### config.mk
export PLATFORM = sky130hd
export DESIGN_NAME = pipeline_ctrl_flat
export DESIGN_NICKNAME = d
export VERILOG_FILES = /design/src/rtl/pipeline_ctrl_pkg.sv /design/src/rtl/pipeline_ctrl_if.sv /design/src/rtl/pipeline_ctrl_hazard_detect.sv /design/src/rtl/pipeline_ctrl.sv /design/src/flat_wrapper.sv
export SDC_FILE = /design/constraint.sdc
export NUM_CORES = 1
export LEC_CHECK = 0
export ABC_AREA = 1
export BUFFER_PORTS_ARGS = -buffer_cell sky130_fd_sc_hd__buf_2
export CAP_MARGIN = 20
export CORE_MARGIN = 8
export CORE_UTILIZATION = 45
export CTS_CLUSTER_DIAMETER = 80
export DETAILED_ROUTE_END_ITERATION = 16
export GPL_TIMING_DRIVEN = 0
export HOLD_SLACK_MARGIN = 0.15
export PLACE_DENSITY = 0.7
export SYNTH_ARGS = -nofsm -noshare
export SYNTH_HDL_FRONTEND = slang
export SYNTH_SLANG_ARGS = --single-unit
### constraint.sdc
create_clock -name clk -period 1.5 [get_ports clk]
set_input_delay 0.225 -clock clk [delete_from_list [all_inputs] [get_ports clk]]
set_output_delay 0.225 -clock clk [all_outputs]
set_load 0.05 [all_outputs]
### src/rtl/pipeline_ctrl_pkg.sv
// Shared types for the core hazard/stall controller: per-stage control encoding,
// controller states and the load opcode used by the load-use compare.
package pipeline_ctrl_pkg;

   typedef enum logic [1:0] {
      CTRL_DEFAULT = 2'b00,
      CTRL_BLOCK   = 2'b01,
      CTRL_BUBBLE  = 2'b10
   } ctrl_state_e;

   typedef enum logic [1:0] {
      PCTRL_RUN      = 2'b00,
      PCTRL_MEM_WAIT = 2'b01,
      PCTRL_FLUSH    = 2'b10
   } pctrl_state_e;

   localparam logic [6:0] OPCODE_LOAD = 7'b0000011;

   typedef struct packed {
      ctrl_state_e if_id;
      ctrl_state_e id_ex;
      ctrl_state_e ex_mem;
      ctrl_state_e mem_wb;
   } stage_ctrl_t;

   function automatic stage_ctrl_t all_ctrl(input ctrl_state_e s);
      return '{if_id: s, id_ex: s, ex_mem: s, mem_wb: s};
   endfunction

endpackage

### src/rtl/pipeline_ctrl_if.sv
// Hazard inputs from the pipeline stages and per-stage control outputs of the controller.
// master = pipeline side, slave = controller side.
interface pipeline_ctrl_if;
   logic [4:0] id_rs1_addr_i;
   logic [4:0] id_rs2_addr_i;
   logic       id_use_rs1_i;
   logic       id_use_rs2_i;
   logic [6:0] ex_opcode_i;
   logic [4:0] ex_rd_addr_i;
   logic       ex_wreg_i;
   logic       ex_branch_taken_i;
   logic       mem_req_valid_i;
   logic       mem_resp_valid_i;
   logic [1:0] if_id_ctrl_o;
   logic [1:0] id_ex_ctrl_o;
   logic [1:0] ex_mem_ctrl_o;
   logic [1:0] mem_wb_ctrl_o;
   logic       pc_wen_o;

   modport master (
      output id_rs1_addr_i, id_rs2_addr_i, id_use_rs1_i, id_use_rs2_i,
             ex_opcode_i, ex_rd_addr_i, ex_wreg_i, ex_branch_taken_i,
             mem_req_valid_i, mem_resp_valid_i,
      input  if_id_ctrl_o, id_ex_ctrl_o, ex_mem_ctrl_o, mem_wb_ctrl_o, pc_wen_o
   );

   modport slave (
      input  id_rs1_addr_i, id_rs2_addr_i, id_use_rs1_i, id_use_rs2_i,
             ex_opcode_i, ex_rd_addr_i, ex_wreg_i, ex_branch_taken_i,
             mem_req_valid_i, mem_resp_valid_i,
      output if_id_ctrl_o, id_ex_ctrl_o, ex_mem_ctrl_o, mem_wb_ctrl_o, pc_wen_o
   );
endinterface

### src/rtl/pipeline_ctrl_hazard_detect.sv
// Load-use compare between the instruction in ID and a load in EX; purely combinational.
// Latency 0; no backpressure of its own, the caller decides how to stall.
module pipeline_ctrl_hazard_detect
   import pipeline_ctrl_pkg::*;
(
   input  logic [4:0] id_rs1_addr,
   input  logic [4:0] id_rs2_addr,
   input  logic       id_use_rs1,
   input  logic       id_use_rs2,
   input  logic [6:0] ex_opcode,
   input  logic [4:0] ex_rd_addr,
   input  logic       ex_wreg,
   output logic       load_use
);
   logic ex_load_wr;
   logic rs1_hit;
   logic rs2_hit;

   // x0 is hardwired zero, so a load targeting it can never feed a consumer
   assign ex_load_wr = (ex_opcode == OPCODE_LOAD) && ex_wreg && (ex_rd_addr != 5'd0);
   assign rs1_hit    = id_use_rs1 && (id_rs1_addr == ex_rd_addr);
   assign rs2_hit    = id_use_rs2 && (id_rs2_addr == ex_rd_addr);
   assign load_use   = ex_load_wr && (rs1_hit || rs2_hit);

endmodule

### src/rtl/pipeline_ctrl.sv
// Hazard/stall controller: drives IF_ID/ID_EX/EX_MEM/MEM_WB control and PC write enable.
// Latency 0 (outputs combinational from state); memory waits hold the whole pipe via Block.
module pipeline_ctrl
   import pipeline_ctrl_pkg::*;
#(
   parameter int MEM_TIMEOUT = 256,
   parameter int CNT_W       = 32
)(
   input  logic             clk,
   input  logic             rst,
   pipeline_ctrl_if.slave   pif,
   output logic [CNT_W-1:0] stall_cnt_o,
   output logic             mem_timeout_o
);
   localparam int              WAIT_W   = $clog2(MEM_TIMEOUT + 1);
   localparam logic [WAIT_W-1:0] WAIT_MAX = WAIT_W'(MEM_TIMEOUT);

   pctrl_state_e      state_q;
   pctrl_state_e      state_nxt;
   stage_ctrl_t       ctrl;
   logic              pc_wen;
   logic              load_use;
   logic              mem_stall;
   logic [WAIT_W-1:0] wait_cnt;

   pipeline_ctrl_hazard_detect u_hazard_detect (
      .id_rs1_addr (pif.id_rs1_addr_i),
      .id_rs2_addr (pif.id_rs2_addr_i),
      .id_use_rs1  (pif.id_use_rs1_i),
      .id_use_rs2  (pif.id_use_rs2_i),
      .ex_opcode   (pif.ex_opcode_i),
      .ex_rd_addr  (pif.ex_rd_addr_i),
      .ex_wreg     (pif.ex_wreg_i),
      .load_use    (load_use)
   );

   assign mem_stall = pif.mem_req_valid_i && !pif.mem_resp_valid_i;

   always_ff @(posedge clk or negedge rst) begin
      if (!rst) begin
         state_q <= PCTRL_RUN;
      end else begin
         state_q <= state_nxt;
      end
   end

   always_comb begin
      state_nxt = state_q;
      ctrl      = all_ctrl(CTRL_DEFAULT);
      pc_wen    = 1'b1;
      case (state_q)
         PCTRL_RUN: begin
            // memory wins: branch/load-use stay in EX/ID under Block and resurface later
            if (mem_stall) begin
               ctrl        = all_ctrl(CTRL_BLOCK);
               ctrl.mem_wb = CTRL_BUBBLE;
               pc_wen      = 1'b0;
               state_nxt   = PCTRL_MEM_WAIT;
            end else if (pif.ex_branch_taken_i) begin
               ctrl.if_id = CTRL_BUBBLE;
               ctrl.id_ex = CTRL_BUBBLE;
               state_nxt  = PCTRL_FLUSH;
            end else if (load_use) begin
               ctrl.if_id = CTRL_BLOCK;
               ctrl.id_ex = CTRL_BUBBLE;
               pc_wen     = 1'b0;
            end
         end
         PCTRL_MEM_WAIT: begin
            if (pif.mem_resp_valid_i) begin
               state_nxt = PCTRL_RUN;
            end else begin
               ctrl        = all_ctrl(CTRL_BLOCK);
               ctrl.mem_wb = CTRL_BUBBLE;
               pc_wen      = 1'b0;
            end
         end
         PCTRL_FLUSH: begin
            if (mem_stall) begin
               ctrl        = all_ctrl(CTRL_BLOCK);
               ctrl.mem_wb = CTRL_BUBBLE;
               pc_wen      = 1'b0;
               state_nxt   = PCTRL_MEM_WAIT;
            end else begin
               ctrl.if_id = CTRL_BUBBLE;
               state_nxt  = PCTRL_RUN;
            end
         end
         default: begin
            state_nxt = PCTRL_RUN;
         end
      endcase
      // reset forces a quiescent pipe regardless of the state register
      if (!rst) begin
         ctrl   = all_ctrl(CTRL_BUBBLE);
         pc_wen = 1'b0;
      end
   end

   assign pif.if_id_ctrl_o  = ctrl.if_id;
   assign pif.id_ex_ctrl_o  = ctrl.id_ex;
   assign pif.ex_mem_ctrl_o = ctrl.ex_mem;
   assign pif.mem_wb_ctrl_o = ctrl.mem_wb;
   assign pif.pc_wen_o      = pc_wen;

   always_ff @(posedge clk or negedge rst) begin
      if (!rst) begin
         stall_cnt_o <= '0;
      end else if (!pc_wen && (stall_cnt_o != {CNT_W{1'b1}})) begin
         stall_cnt_o <= stall_cnt_o + 1'b1;
      end
   end

   // counts only cycles actually spent waiting; the response cycle clears it
   always_ff @(posedge clk or negedge rst) begin
      if (!rst) begin
         wait_cnt      <= '0;
         mem_timeout_o <= 1'b0;
      end else if ((state_q == PCTRL_MEM_WAIT) && !pif.mem_resp_valid_i) begin
         if (wait_cnt != WAIT_MAX) begin
            wait_cnt <= wait_cnt + 1'b1;
         end
         if (wait_cnt == WAIT_MAX - 1'b1) begin
            mem_timeout_o <= 1'b1;
         end
      end else begin
         wait_cnt <= '0;
      end
   end

endmodule

### src/flat_wrapper.sv
// flat-port wrapper written by rule: the top's interface ports become plain ports
module pipeline_ctrl_flat import pipeline_ctrl_pkg::*;
#(
   parameter int MEM_TIMEOUT = 256,
   parameter int CNT_W       = 32
)
  (clk, rst, stall_cnt_o, mem_timeout_o, pif_id_rs1_addr_i, pif_id_rs2_addr_i, pif_id_use_rs1_i, pif_id_use_rs2_i, pif_ex_opcode_i, pif_ex_rd_addr_i, pif_ex_wreg_i, pif_ex_branch_taken_i, pif_mem_req_valid_i, pif_mem_resp_valid_i, pif_if_id_ctrl_o, pif_id_ex_ctrl_o, pif_ex_mem_ctrl_o, pif_mem_wb_ctrl_o, pif_pc_wen_o);
  pipeline_ctrl_if pif_i ();
  input  logic clk;
  input  logic rst;
  output logic [CNT_W-1:0] stall_cnt_o;
  output logic mem_timeout_o;
  input wire logic [$bits(pif_i.id_rs1_addr_i)-1:0] pif_id_rs1_addr_i;
  input wire logic [$bits(pif_i.id_rs2_addr_i)-1:0] pif_id_rs2_addr_i;
  input wire logic [$bits(pif_i.id_use_rs1_i)-1:0] pif_id_use_rs1_i;
  input wire logic [$bits(pif_i.id_use_rs2_i)-1:0] pif_id_use_rs2_i;
  input wire logic [$bits(pif_i.ex_opcode_i)-1:0] pif_ex_opcode_i;
  input wire logic [$bits(pif_i.ex_rd_addr_i)-1:0] pif_ex_rd_addr_i;
  input wire logic [$bits(pif_i.ex_wreg_i)-1:0] pif_ex_wreg_i;
  input wire logic [$bits(pif_i.ex_branch_taken_i)-1:0] pif_ex_branch_taken_i;
  input wire logic [$bits(pif_i.mem_req_valid_i)-1:0] pif_mem_req_valid_i;
  input wire logic [$bits(pif_i.mem_resp_valid_i)-1:0] pif_mem_resp_valid_i;
  output wire logic [$bits(pif_i.if_id_ctrl_o)-1:0] pif_if_id_ctrl_o;
  output wire logic [$bits(pif_i.id_ex_ctrl_o)-1:0] pif_id_ex_ctrl_o;
  output wire logic [$bits(pif_i.ex_mem_ctrl_o)-1:0] pif_ex_mem_ctrl_o;
  output wire logic [$bits(pif_i.mem_wb_ctrl_o)-1:0] pif_mem_wb_ctrl_o;
  output wire logic [$bits(pif_i.pc_wen_o)-1:0] pif_pc_wen_o;
  assign pif_i.id_rs1_addr_i = pif_id_rs1_addr_i;
  assign pif_i.id_rs2_addr_i = pif_id_rs2_addr_i;
  assign pif_i.id_use_rs1_i = pif_id_use_rs1_i;
  assign pif_i.id_use_rs2_i = pif_id_use_rs2_i;
  assign pif_i.ex_opcode_i = pif_ex_opcode_i;
  assign pif_i.ex_rd_addr_i = pif_ex_rd_addr_i;
  assign pif_i.ex_wreg_i = pif_ex_wreg_i;
  assign pif_i.ex_branch_taken_i = pif_ex_branch_taken_i;
  assign pif_i.mem_req_valid_i = pif_mem_req_valid_i;
  assign pif_i.mem_resp_valid_i = pif_mem_resp_valid_i;
  assign pif_if_id_ctrl_o = pif_i.if_id_ctrl_o;
  assign pif_id_ex_ctrl_o = pif_i.id_ex_ctrl_o;
  assign pif_ex_mem_ctrl_o = pif_i.ex_mem_ctrl_o;
  assign pif_mem_wb_ctrl_o = pif_i.mem_wb_ctrl_o;
  assign pif_pc_wen_o = pif_i.pc_wen_o;
  pipeline_ctrl #(.MEM_TIMEOUT(MEM_TIMEOUT), .CNT_W(CNT_W)) u_core (.clk(clk), .rst(rst), .pif(pif_i), .stall_cnt_o(stall_cnt_o), .mem_timeout_o(mem_timeout_o));
endmodule
[After elaboration in Yosys (flattened, before gate mapping)]
Index checks and enable logic that the tools add are counted.
Storage, ports and cells
  output and inout port bits: 42
  input bits: 30
  word-level logic and storage cells: 55
  register bits after elaboration: 44
Cells by class
  mux-type cells: 23
  add/sub/neg operators: 2
  reductions and logical operators: 15
  equal/unequal tests: 11
Operators by type and width (number)
  $add A32 B1 Y32 const B: 1
  $ne A32 B32 Y1 const B: 1
  $pmux W8 S3: 1
  $mux W9: 2
  $eq A5 B5 Y1: 2
  $add A9 B1 Y9 const B: 1
  $eq A9 B8 Y1 const B: 1
  $ne A9 B9 Y1 const B: 1
  $logic_and A1 B1 Y1: 8
  $mux W2: 4
  $mux W4: 2
  $mux W8: 1
  $eq A7 B2 Y1 const B: 1
  $mux W1: 7
  $mux W7: 1
  $mux W3: 2
  $pmux W2 S3: 1
  $mux W5: 1
  $reduce_bool A5 Y1: 1
  $ne A2 B2 Y1 const B: 2
  $reduce_and A2 Y1: 2
  $ne A3 B2 Y1 const B: 1
  $pmux W1 S3: 1
  $eq A2 B1 Y1 const B: 1
  4 further kinds: 5

[Depth between registers and ports, before layout]
Gate-level depths: netlist of run 1.
  depth after elaboration: 11
  mapped depth: 12
  gate-level depth less buffers: 11

[Modules after synthesis]
From an unflattened synthesis of run 1, not the netlist that was laid out.
Second synthesis, totals
  cell total of the unflattened synthesis: 488
  area total of the unflattened synthesis: 3140.5 µm²
Modules (own cells, without submodules)
  pipeline_ctrl: instances 1, sequential area each 1101.1 µm², area each 2900.3 µm², cells each 429
  pipeline_ctrl_hazard_detect: instances 1, sequential area each 0.0 µm², area each 240.2 µm², cells each 59

[Worst setup path before layout of run 1]
OpenSTA, ideal clock, no wires.
  path type: register to output
  start point: reg u_core.state_q[1]
  end point: out pif_id_ex_ctrl_o[0]
  cell stages (with the launch flop): 7
  path buffers: 1
  setup slack: -0.668 ns
  required time: 1.275 ns
  arrival: 1.943 ns
  path through: dfrtp_1 nor3_4 inv_2 o21ai_1 inv_2 nor2_1 buf_4
On the way
  longest elaborated chain between the ends: 3
  elaborated cells on any way between the ends: 5
  classes of those cells: eq/ne (2); mux (2); reduce/logical (1)
RTL lines
  start, declared: line pipeline_ctrl.sv:18  | pctrl_state_e state_q;
  start signal, assigned: line pipeline_ctrl.sv:43  | state_q <= state_nxt;
  $eq A2 B2 Y1, or another cell as far along: line pipeline_ctrl.sv:51  | case (state_q)
  $pmux W8 S3 *: line pipeline_ctrl.sv:51
  $mux W8 *: line pipeline_ctrl.sv:94  | if (!rst) begin
  end, declared: line flat_wrapper.sv:24  | output wire logic [$bits(pif_i.id_ex_ctrl_o)-1:0] pif_id_ex_ctrl_o;
Every way passes the cells marked *; elsewhere a longest branch is shown, timed or not.

[Worst setup path after layout of run 1]
  start point: reg u_core.state_q[1]
  end point: out pif_pc_wen_o
On the way
  longest elaborated chain between the ends: 3
  elaborated cells on any way between the ends: 5
  classes of those cells: eq/ne (2); mux (2); reduce/logical (1)
RTL lines
  $eq A2 B2 Y1, or another cell as far along: line pipeline_ctrl.sv:51
  $pmux W1 S3 *: line pipeline_ctrl.sv:51
  $mux W1 *: line pipeline_ctrl.sv:94
  end, declared: line flat_wrapper.sv:27  | output wire logic [$bits(pif_i.pc_wen_o)-1:0] pif_pc_wen_o;
Marks and branches as above.

==> results of run 1 <==
[synth_stat cells, drive strengths merged]
cell	number	area share
nand2	162	0.21
nor2	54	0.071
dfrtp	44	0.37
nand3	44	0.077
inv	41	0.052
xor2	20	0.059
nor3	17	0.032
buf	11	0.025
nand4	10	0.021
xnor2	9	0.026
o21ai	8	0.013
a21oi	7	0.012
ha	4	0.017
nand3b	2	0.0050
nor3b	2	0.0050
a21o	1	0.0025
and3	1	0.0021
conb	1	0.0013
nor4	1	0.0021
[cell usage in the layout (no fill, tap or decap), types with 5 or more instances in the layout]
cell      count
clkbuf_8      5
nor2_1       39
nand4_1      10
inv_1        36
nand2_2      10
nor2_2        6
xnor2_1       9
nand3_4       5
nand2_1     149
buf_4        54
buf_6        14
o21ai_0       5
dfrtp_2      24
nand3_1      13
dfrtp_1      20
a21oi_1       5
buf_8         7
buf_2        62
xor2_1       19
nor3_2        9
nor2_4        9
nand3_2      26
nor3_4        5
[layer usage]
layer  track usage  share of wire  up-vias
li1              -              -     1659
met1        0.2428           0.43     1619
met2        0.3276           0.49      131
met3       0.03201          0.060       17
met4       0.05711          0.018        0
met5             0              0        -
[flip-flops by register name, summed over array words and instances, names as in the netlist]
| name | count |
|---|---|
| u_core.mem_timeout_o | 1 |
| u_core.wait_cnt | 9 |
| u_core.stall_cnt_o | 32 |
| u_core.state_q | 2 |
[power by group through the flow]
stage                     clock network, uW  logic, uW  registers (uW)
after floorplan                           0        430            1650
after global placement                    0        891            1430
after detailed placement                  0        910            1440
after CTS                               973       1280            1370
after global routing                   1010       1570            1390
final                                   958       1470            1380
[stage by stage]
step,power [uW],TNS (ns),utilization,std cells
floorplan,2076,-6.189,-,439
global placement,2324,-16.52,0.5592,586
detailed placement,2348,-18.42,0.5592,586
CTS,3623,-4.878,0.6806,637
global route,3963,-8.371,0.7294,653
finish,3809,-5.537,0.7294,653
[worst max path at each step]
stage / from / end / slack [ns]
final: u_core.state_q[1] / pif_pc_wen_o / -0.29
after global routing: u_core.state_q[1] / pif_pc_wen_o / -0.35
after CTS: u_core.state_q[0] / pif_pc_wen_o / -0.31
after detailed placement: rst / pif_id_ex_ctrl_o[0] / -0.64
after global placement: rst / pif_pc_wen_o / -0.59
after floorplan: u_core.stall_cnt_o[5] / u_core.stall_cnt_o[23] / -0.20
[layout make-up]
cell class | instances | area [sq um] | area share
sequential | 44 | 1131 | 0.2428
clock inverter | 3 | 46.29 | 0.009938
inverter | 41 | 158.9 | 0.03411
tap | 77 | 96.34 | 0.02068
timing repair buffer | 129 | 942.2 | 0.2023
clock buffer | 5 | 68.82 | 0.01477
buffer | 11 | 123.9 | 0.02659
multi-input combinational | 343 | 2091 | 0.4488
[kinds of logic after synthesis]
kind of cell    Yosys count  share of synthesized area
flops                    44                     0.3697
buf+inv                  52                    0.07689
simple gates            293                     0.4223
compound gates           16                    0.02773
other cells               1                   0.001259
fa+ha+maj                 4                    0.01681
xor+xnor                 29                    0.08530
[what timing repair did]
action | in CTS | in global routing
endpoints found under the setup margin | 41 | 43
setup buffers | 39 | 15
pin swaps | 26 | 21
gates resized for setup | 74 | 44
gates cloned | 4 | 1
endpoints found under the hold margin | 44 | 44
==> flow_metrics.env, run 1 <==
export IMPL_crit_arrival_ns=1.56
export IMPL_pwr_share_comb=0.387
export IMPL_drt_iter0_drc=194
export IMPL_ant_nets=0
export IMPL_die_w_um=97.35
export IMPL_gr_total_overflow=0
export IMPL_finalWeightedCongestion=0.9335
export IMPL_fin_worst_skew_ns=0.005271
export IMPL_clockBufferDepth=2
export IMPL_cp_slowest_cell="dfrtp_2"
export IMPL_path_class="flip-flop to primary output"
export IMPL_clock_power_share=0.251
export IMPL_min_path_type="input pin to asynchronous set/reset pin"
export IMPL_pwr_share_seq=0.362
export IMPL_vdd_drop_max_mv=1.025
export IMPL_first_pass_iters=6
export IMPL_cts_htree_levels=2
export IMPL_drc=0
export IMPL_worstReg2RegStart="u_core.state_q[1]"
export IMPL_reg2reg_to="u_core.stall_cnt_o[11]"
export IMPL_portBuffers=70
export IMPL_via_per_inst=5.247
export IMPL_critPathBufInv=5
export IMPL_num_fill_cells=485
export IMPL_ys_warn_count=0
export IMPL_r2r_cells=10
export IMPL_ys_types=29
export IMPL_core_sq_um=6386
export IMPL_worst_slack_ns=-0.2894
export IMPL_die_h_um=97.35
export IMPL_crit_family="flip-flops"
export IMPL_die_area_sq_um=9476
export IMPL_dpl_hpwl_um=6298
export IMPL_tritoncts="done"
export IMPL_setup_violations=39
export IMPL_crit_chain="nor3_4 -> inv_2 -> o21ai_4 -> inv_4 -> nand3_4 -> buf_6 -> inv_4 -> buf_8"
export IMPL_synth_area_per_cell_sq_um=6.783
export IMPL_status="finished with violations"
export IMPL_leakagePower_uw=0.002375
export IMPL_syn_area_sq_um=2978
export IMPL_grt_pass1_wl_um=15410
export IMPL_route_vias_total=3426
export IMPL_stdcell_area_sq_um=4658
export IMPL_maxSlewViolCount=0
export IMPL_drv_cap=0
export IMPL_cp_common_cell="inv_4"
export IMPL_antenna_found_initial=0
export IMPL_grtUsageTotal=0.1926
export IMPL_ys_seq_area_frac=0.3697
export IMPL_whs_ns=-0.1551
export IMPL_grt_pass1_vias=3270
export IMPL_finalCriticalPeriod_ns=1.789
export IMPL_pre_cts_slack_ns=-0.6377
export IMPL_ioPinCount=72
export IMPL_diodes=0
export IMPL_wirelength_um=9721
export IMPL_grt_max_degree=49
export IMPL_cts_buffers=5
export IMPL_clock_fmax_ghz=0.5588
export IMPL_p_switching_uw=1414
export IMPL_critPathMaxStageDelay_ns=0.45
export IMPL_hold_violations=44
export IMPL_cts_root_buf="clkbuf_8"
export IMPL_syn_nets=473
export IMPL_cp_start_kind="flip-flop"
export IMPL_cellPowerDensity_nw_per_um2=817.8
export IMPL_worstSkewPairLatency_ns=0.31
export IMPL_syn_inst=439
export IMPL_rsz0062_at_grt="true"
export IMPL_drive_above_1_share=0.4497
export IMPL_clkSinkCount=44
export IMPL_dpl_cell_area_sq_um=3571
export IMPL_violations="hold timing, setup timing"
export IMPL_required_ns=1.27
export IMPL_crit_cells=8
export IMPL_crit_path_end_kind="primary output"
export IMPL_fin_crit_sh=1.193
export IMPL_start_util=0.4663
export IMPL_p_int_uw=2396
export IMPL_synth_seq_cells=44
export IMPL_wl_per_cell_um=14.89
export IMPL_clk_pin_slew_worst_paths_ns=0.09
export IMPL_crit_fanout=4
export IMPL_r2r_slack_ns=-0.20
export IMPL_switching_share=0.3712
export IMPL_nets=609
export IMPL_area_delta_synth_final_pct=56.43
export IMPL_rows=29
Power figures use the tool's default switching activity.
==> run 2: changes to the inputs <==
- SKIP_CTS_REPAIR_TIMING: not set -> 1
==> flow_metrics.env, run 2 (synthesis gave the netlist of run 1 again) <==
export IMPL_gr_total_overflow=0
export IMPL_fin_crit_sh=1.224
export IMPL_min_path_type="input pin to asynchronous set/reset pin"
export IMPL_cts_buffers=5
export IMPL_cts_root_buf="clkbuf_8"
export IMPL_grt_pass1_wl_um=13630
export IMPL_grtUsageTotal=0.1696
export IMPL_hold_violations=0
export IMPL_rsz0062_at_grt="true"
export IMPL_mostFrequentLayoutCell="nand2_1"
export IMPL_first_pass_iters=4
export IMPL_die_h_um=97.35
export IMPL_setup_violations=40
export IMPL_final_cell_mix="151 x nand2_1, 62 x buf_2, 44 x nor2_1, 39 x nand3_1, 37 x inv_1"
export IMPL_leakagePower_uw=0.002290
export IMPL_cts_htree_levels=2
export IMPL_portBuffers=70
export IMPL_grt_max_degree=49
export IMPL_drt_iter0_drc=144
export IMPL_drv_cap=0
export IMPL_crit_arrival_ns=1.61
export IMPL_wl_per_cell_um=14.31
export IMPL_required_ns=1.27
export IMPL_maxSlewViolCount=0
export IMPL_antenna_found_initial=0
export IMPL_die_area_sq_um=9476
export IMPL_startpoint="u_core.state_q[0]"
export IMPL_largest_register="u_core.stall_cnt_o"
export IMPL_worst_pin_slew_ns=0.9026
export IMPL_whs_ns=0.1493
export IMPL_grt_pass1_vias=2955
export IMPL_clkSinkCount=44
export IMPL_fin_worst_skew_ns=0.01054
export IMPL_violations="setup timing"
export IMPL_drive_above_1_share=0.3470
export IMPL_instances_no_fill=636
export IMPL_largest_reg_flops=32
export IMPL_die_w_um=97.35
export IMPL_rows=29
export IMPL_route_vias_total=3254
export IMPL_worstReg2RegStart="u_core.state_q[0]"
export IMPL_ant_nets=0
export IMPL_cp_start_kind="flip-flop"
export IMPL_p_total_uw=3609
export IMPL_dpl_hpwl_um=6298
export IMPL_crit_fanout=5
export IMPL_core_sq_um=6386
export IMPL_area_delta_synth_final_pct=45.42
export IMPL_via_per_inst=5.116
export IMPL_wirelength_um=9102
export IMPL_diodes=0
export IMPL_clockBufferDepth=2
export IMPL_start_util=0.4663
export IMPL_status="finished with violations"
export IMPL_path_class="flip-flop to primary output"
export IMPL_vdd_drop_max_mv=1.020
export IMPL_largestRegisters="u_core.stall_cnt_o: 32 flops, u_core.wait_cnt: 9 flops, u_core.state_q: 2 flops"
export IMPL_slew_headroom=0.3963
export IMPL_cellPowerDensity_nw_per_um2=833.3
export IMPL_clock_fmax_ghz=0.5445
export IMPL_tritoncts="done"
export IMPL_finalCriticalPeriod_ns=1.837
export IMPL_ioPinCount=72
export IMPL_drc=0
export IMPL_crit_path_end_kind="primary output"
export IMPL_finalWeightedCongestion=0.9335
export IMPL_worst_slack_ns=-0.3365
export IMPL_nets=592
export IMPL_clk_pin_slew_worst_paths_ns=0.10
export IMPL_place_inst=586
export IMPL_worstSkewPairLatency_ns=0.31
==> run 2: changes by cell type in the layout (fill, tap and decap cells not counted), sizes merged <==
| cell | previous run | this run |
|---|---|---|
| buf | 139 | 118 |
| bufbuf | 1 | 0 |
| clkbuf | 5 | 9 |
| dlygate4sd3 | 0 | 1 |
==> run 2: area by class of cell <==
type / instances / area [sq um]
tap: 77 / 96.34
multi-input combinational: 343 / 1867
clock buffer: 5 / 68.82
clock inverter: 3 / 46.29
inverter: 41 / 158.9
buffer: 10 / 116.4
timing repair buffer: 113 / 847.1
sequential: 44 / 1130
fill: 544 / 2056
==> run 2: per-stage QoR <==
stage | instance area [sq um] | util | setup TNS, ns | setup WS [ns]
2_1_floorplan | 3124 | - | -6.189 | -0.1960
3_3_place_gp | 3571 | 0.5592 | -16.52 | -0.5886
3_5_place_dp | 3571 | 0.5592 | -18.42 | -0.6377
4_1_cts | 3686 | 0.5772 | -14.98 | -0.6915
5_1_grt | 4330 | 0.6781 | -14.82 | -0.4226
6_report | 4330 | 0.6781 | -9.149 | -0.3365
==> run 2: worst paths after layout <==
path                                           to  slack (ns)  depth (start not counted)
setup / recovery                     pif_pc_wen_o       -0.34                          9
setup reg to reg            u_core.stall_cnt_o[5]       -0.25                         12
hold / removal                 u_core.wait_cnt[1]        0.15                          5
min in group clk                u_core.state_q[1]        0.17                          3
hold reg to reg              u_core.mem_timeout_o        0.46                          1
max in group asynchronous  u_core.stall_cnt_o[12]        0.07                          4
==> run 2: critical path, cell delays in order, from the launching register on <==
cell	delay [ns]
dfrtp_1	0.40
inv_2	0.07
nor3_4	0.22
inv_2	0.08
o21ai_4	0.08
inv_4	0.08
nand3_4	0.10
buf_8	0.12
inv_4	0.03
buf_8	0.13
==> run 2: metal layers <==
metal,up-vias,share of wire,GRT usage
met1,1539,0.44,0.2169
met5,-,0,0
met2,80,0.49,0.2813
li1,1620,-,-
met3,15,0.049,0.03129
met4,0,0.021,0.05245
==> run 2: report_power, final <==
group	internal [uW]	switching, uW	total (uW)
Sequential	1270	131	1410
Combinational	491	747	1240
Clock	502	462	965
==> run 3: changes to the inputs <==
- TNS_END_PERCENT: not set -> 10
==> flow_metrics.env, run 3 (synthesis gave the netlist of run 1 again) <==
export IMPL_status="finished with violations"
export IMPL_violations="setup timing"
export IMPL_required_ns=1.27
export IMPL_crit_arrival_ns=1.66
export IMPL_clock_fmax_ghz=0.5301
export IMPL_hold_violations=0
export IMPL_num_fill_cells=596
export IMPL_portBuffers=70
export IMPL_fin_crit_sh=1.258
export IMPL_drc=0
export IMPL_via_per_inst=5.005
export IMPL_slew_headroom=0.4797
export IMPL_cts_htree_levels=2
export IMPL_grt_pass1_vias=2978
export IMPL_dpl_hpwl_um=6226
export IMPL_largest_reg_flops=32
export IMPL_finalWeightedCongestion=0.9830
export IMPL_first_pass_iters=5
export IMPL_maxSlewViolCount=0
export IMPL_die_h_um=97.35
export IMPL_wirelength_um=8420
export IMPL_critPathBufInv=5
export IMPL_clk_pin_slew_worst_paths_ns=0.08
export IMPL_leakagePower_uw=0.002086
export IMPL_path_class="flip-flop to primary output"
export IMPL_crit_chain="nor3_4 -> inv_2 -> o21ai_2 -> inv_2 -> nand3_4 -> buf_8 -> inv_4 -> buf_8"
export IMPL_finalCriticalPeriod_ns=1.887
export IMPL_start_util=0.4663
export IMPL_largest_register="u_core.stall_cnt_o"
export IMPL_drive_above_1_share=0.3011
export IMPL_critPathMaxStageDelay_ns=0.42
export IMPL_cp_start_kind="flip-flop"
export IMPL_final_cell_mix="154 x nand2_1, 63 x buf_2, 46 x nor2_1, 40 x nand3_1, 37 x inv_1"
export IMPL_cts_buffers=5
export IMPL_cellPowerDensity_nw_per_um2=826.6
export IMPL_setup_violations=39
export IMPL_clockBufferDepth=2
export IMPL_die_area_sq_um=9476
export IMPL_crit_path_end_kind="primary output"
export IMPL_mostFrequentLayoutCell="nand2_1"
export IMPL_grt_max_degree=49
export IMPL_gr_total_overflow=0
export IMPL_crit_fanout=5
export IMPL_ioPinCount=72
export IMPL_route_vias_total=3078
export IMPL_grt_pass1_wl_um=13870
export IMPL_ant_nets=0
export IMPL_vdd_drop_max_mv=0.7417
export IMPL_fin_worst_skew_ns=0.004183
export IMPL_drv_cap=0
export IMPL_clkSinkCount=44
export IMPL_worst_pin_slew_ns=0.7778
export IMPL_rsz0062_at_grt="true"
export IMPL_antenna_found_initial=0
export IMPL_drt_iter0_drc=226
export IMPL_rows=29
export IMPL_dpl_cell_area_sq_um=3546
export IMPL_cts_root_buf="clkbuf_8"
export IMPL_core_sq_um=6386
export IMPL_stdcell_area_sq_um=3948
export IMPL_diodes=0
export IMPL_worst_slack_ns=-0.3866
export IMPL_largestRegisters="u_core.stall_cnt_o: 32 flops, u_core.wait_cnt: 9 flops, u_core.state_q: 2 flops"
export IMPL_crit_family="buffers and inverters"
export IMPL_wl_per_cell_um=13.69
export IMPL_nets=571
export IMPL_die_w_um=97.35
export IMPL_tritoncts="done"
export IMPL_area_delta_synth_final_pct=32.56
export IMPL_worstSkewPairLatency_ns=0.29
export IMPL_grtUsageTotal=0.1725
export IMPL_p_total_uw=3263
export IMPL_min_path_type="input pin to flip-flop"
export IMPL_cp_slowest_cell="dfrtp_1"
export IMPL_postLayoutCoreUtil=0.6181
[run 3: cell count changes in the layout (fill, tap and decap cells not counted), sizes merged]
cell / before / now
buf: 118 / 100
bufinv: 1 / 0
dlygate4sd3: 1 / 2
clkinvlp: 1 / 0
clkbuf: 9 / 6
inv: 42 / 41
clkinv: 0 / 2
[run 3: metrics by stage]
stage	setup slack, ns	setup TNS, ns	hold slack (ns)	cells
4_1_cts	-0.8485	-16.71	0.1495	594
3_3_place_gp	-0.7878	-20.73	0.4349	586
5_1_grt	-0.5478	-11.83	0.1830	615
3_5_place_dp	-0.8360	-22.69	0.4463	586
6_report	-0.3866	-6.931	0.1757	615
2_1_floorplan	-0.1975	-6.572	-0.07059	439
[run 3: final cells by class]
| class | count | area (sq um) | share of cell area |
|---|---|---|---|
| Tap cell | 77 | 96.34 | 0.02441 |
| Buffer | 10 | 108.9 | 0.02758 |
| Clock buffer | 6 | 82.58 | 0.02092 |
| Inverter | 41 | 156.4 | 0.03962 |
| Sequential cell | 44 | 1127 | 0.2856 |
| Timing Repair Buffer | 92 | 580.6 | 0.1471 |
| Clock inverter | 2 | 10.01 | 0.002536 |
| Multi-Input combinational cell | 343 | 1785 | 0.4523 |
[run 3: power breakdown]
part	total (uW)	internal, uW	switching, uW
clock network	767	368	400
registers	1420	1270	143
logic	1080	398	682
[run 3: per-layer routing]
metal  track usage  wire, um  vias to the layer above
li1              -         -                     1581
met1        0.2271      3975                     1384
met2        0.2688      3745                      103
met3       0.04410       570                       10
met4       0.05361       127                        0
met5             0         0                        -
[run 3: path summary, 6_finish.rpt]
path                                           to  depth (start not counted)                   from  slack, ns
min                             u_core.state_q[1]                          3  pif_ex_branch_taken_i       0.18
max                                  pif_pc_wen_o                          8      u_core.state_q[1]      -0.39
min reg2reg                  u_core.mem_timeout_o                          1   u_core.mem_timeout_o       0.46
max in group asynchronous  u_core.stall_cnt_o[13]                          2                    rst       0.29
min in group asynchronous      u_core.wait_cnt[7]                          3                    rst       0.57
max reg2reg                u_core.stall_cnt_o[31]                          8  u_core.stall_cnt_o[1]      -0.23
[run 3: worst min-delay path: stages]
cell and delay [ns]:
buf_2 0.09, inv_1 0.07, nor2_1 0.05
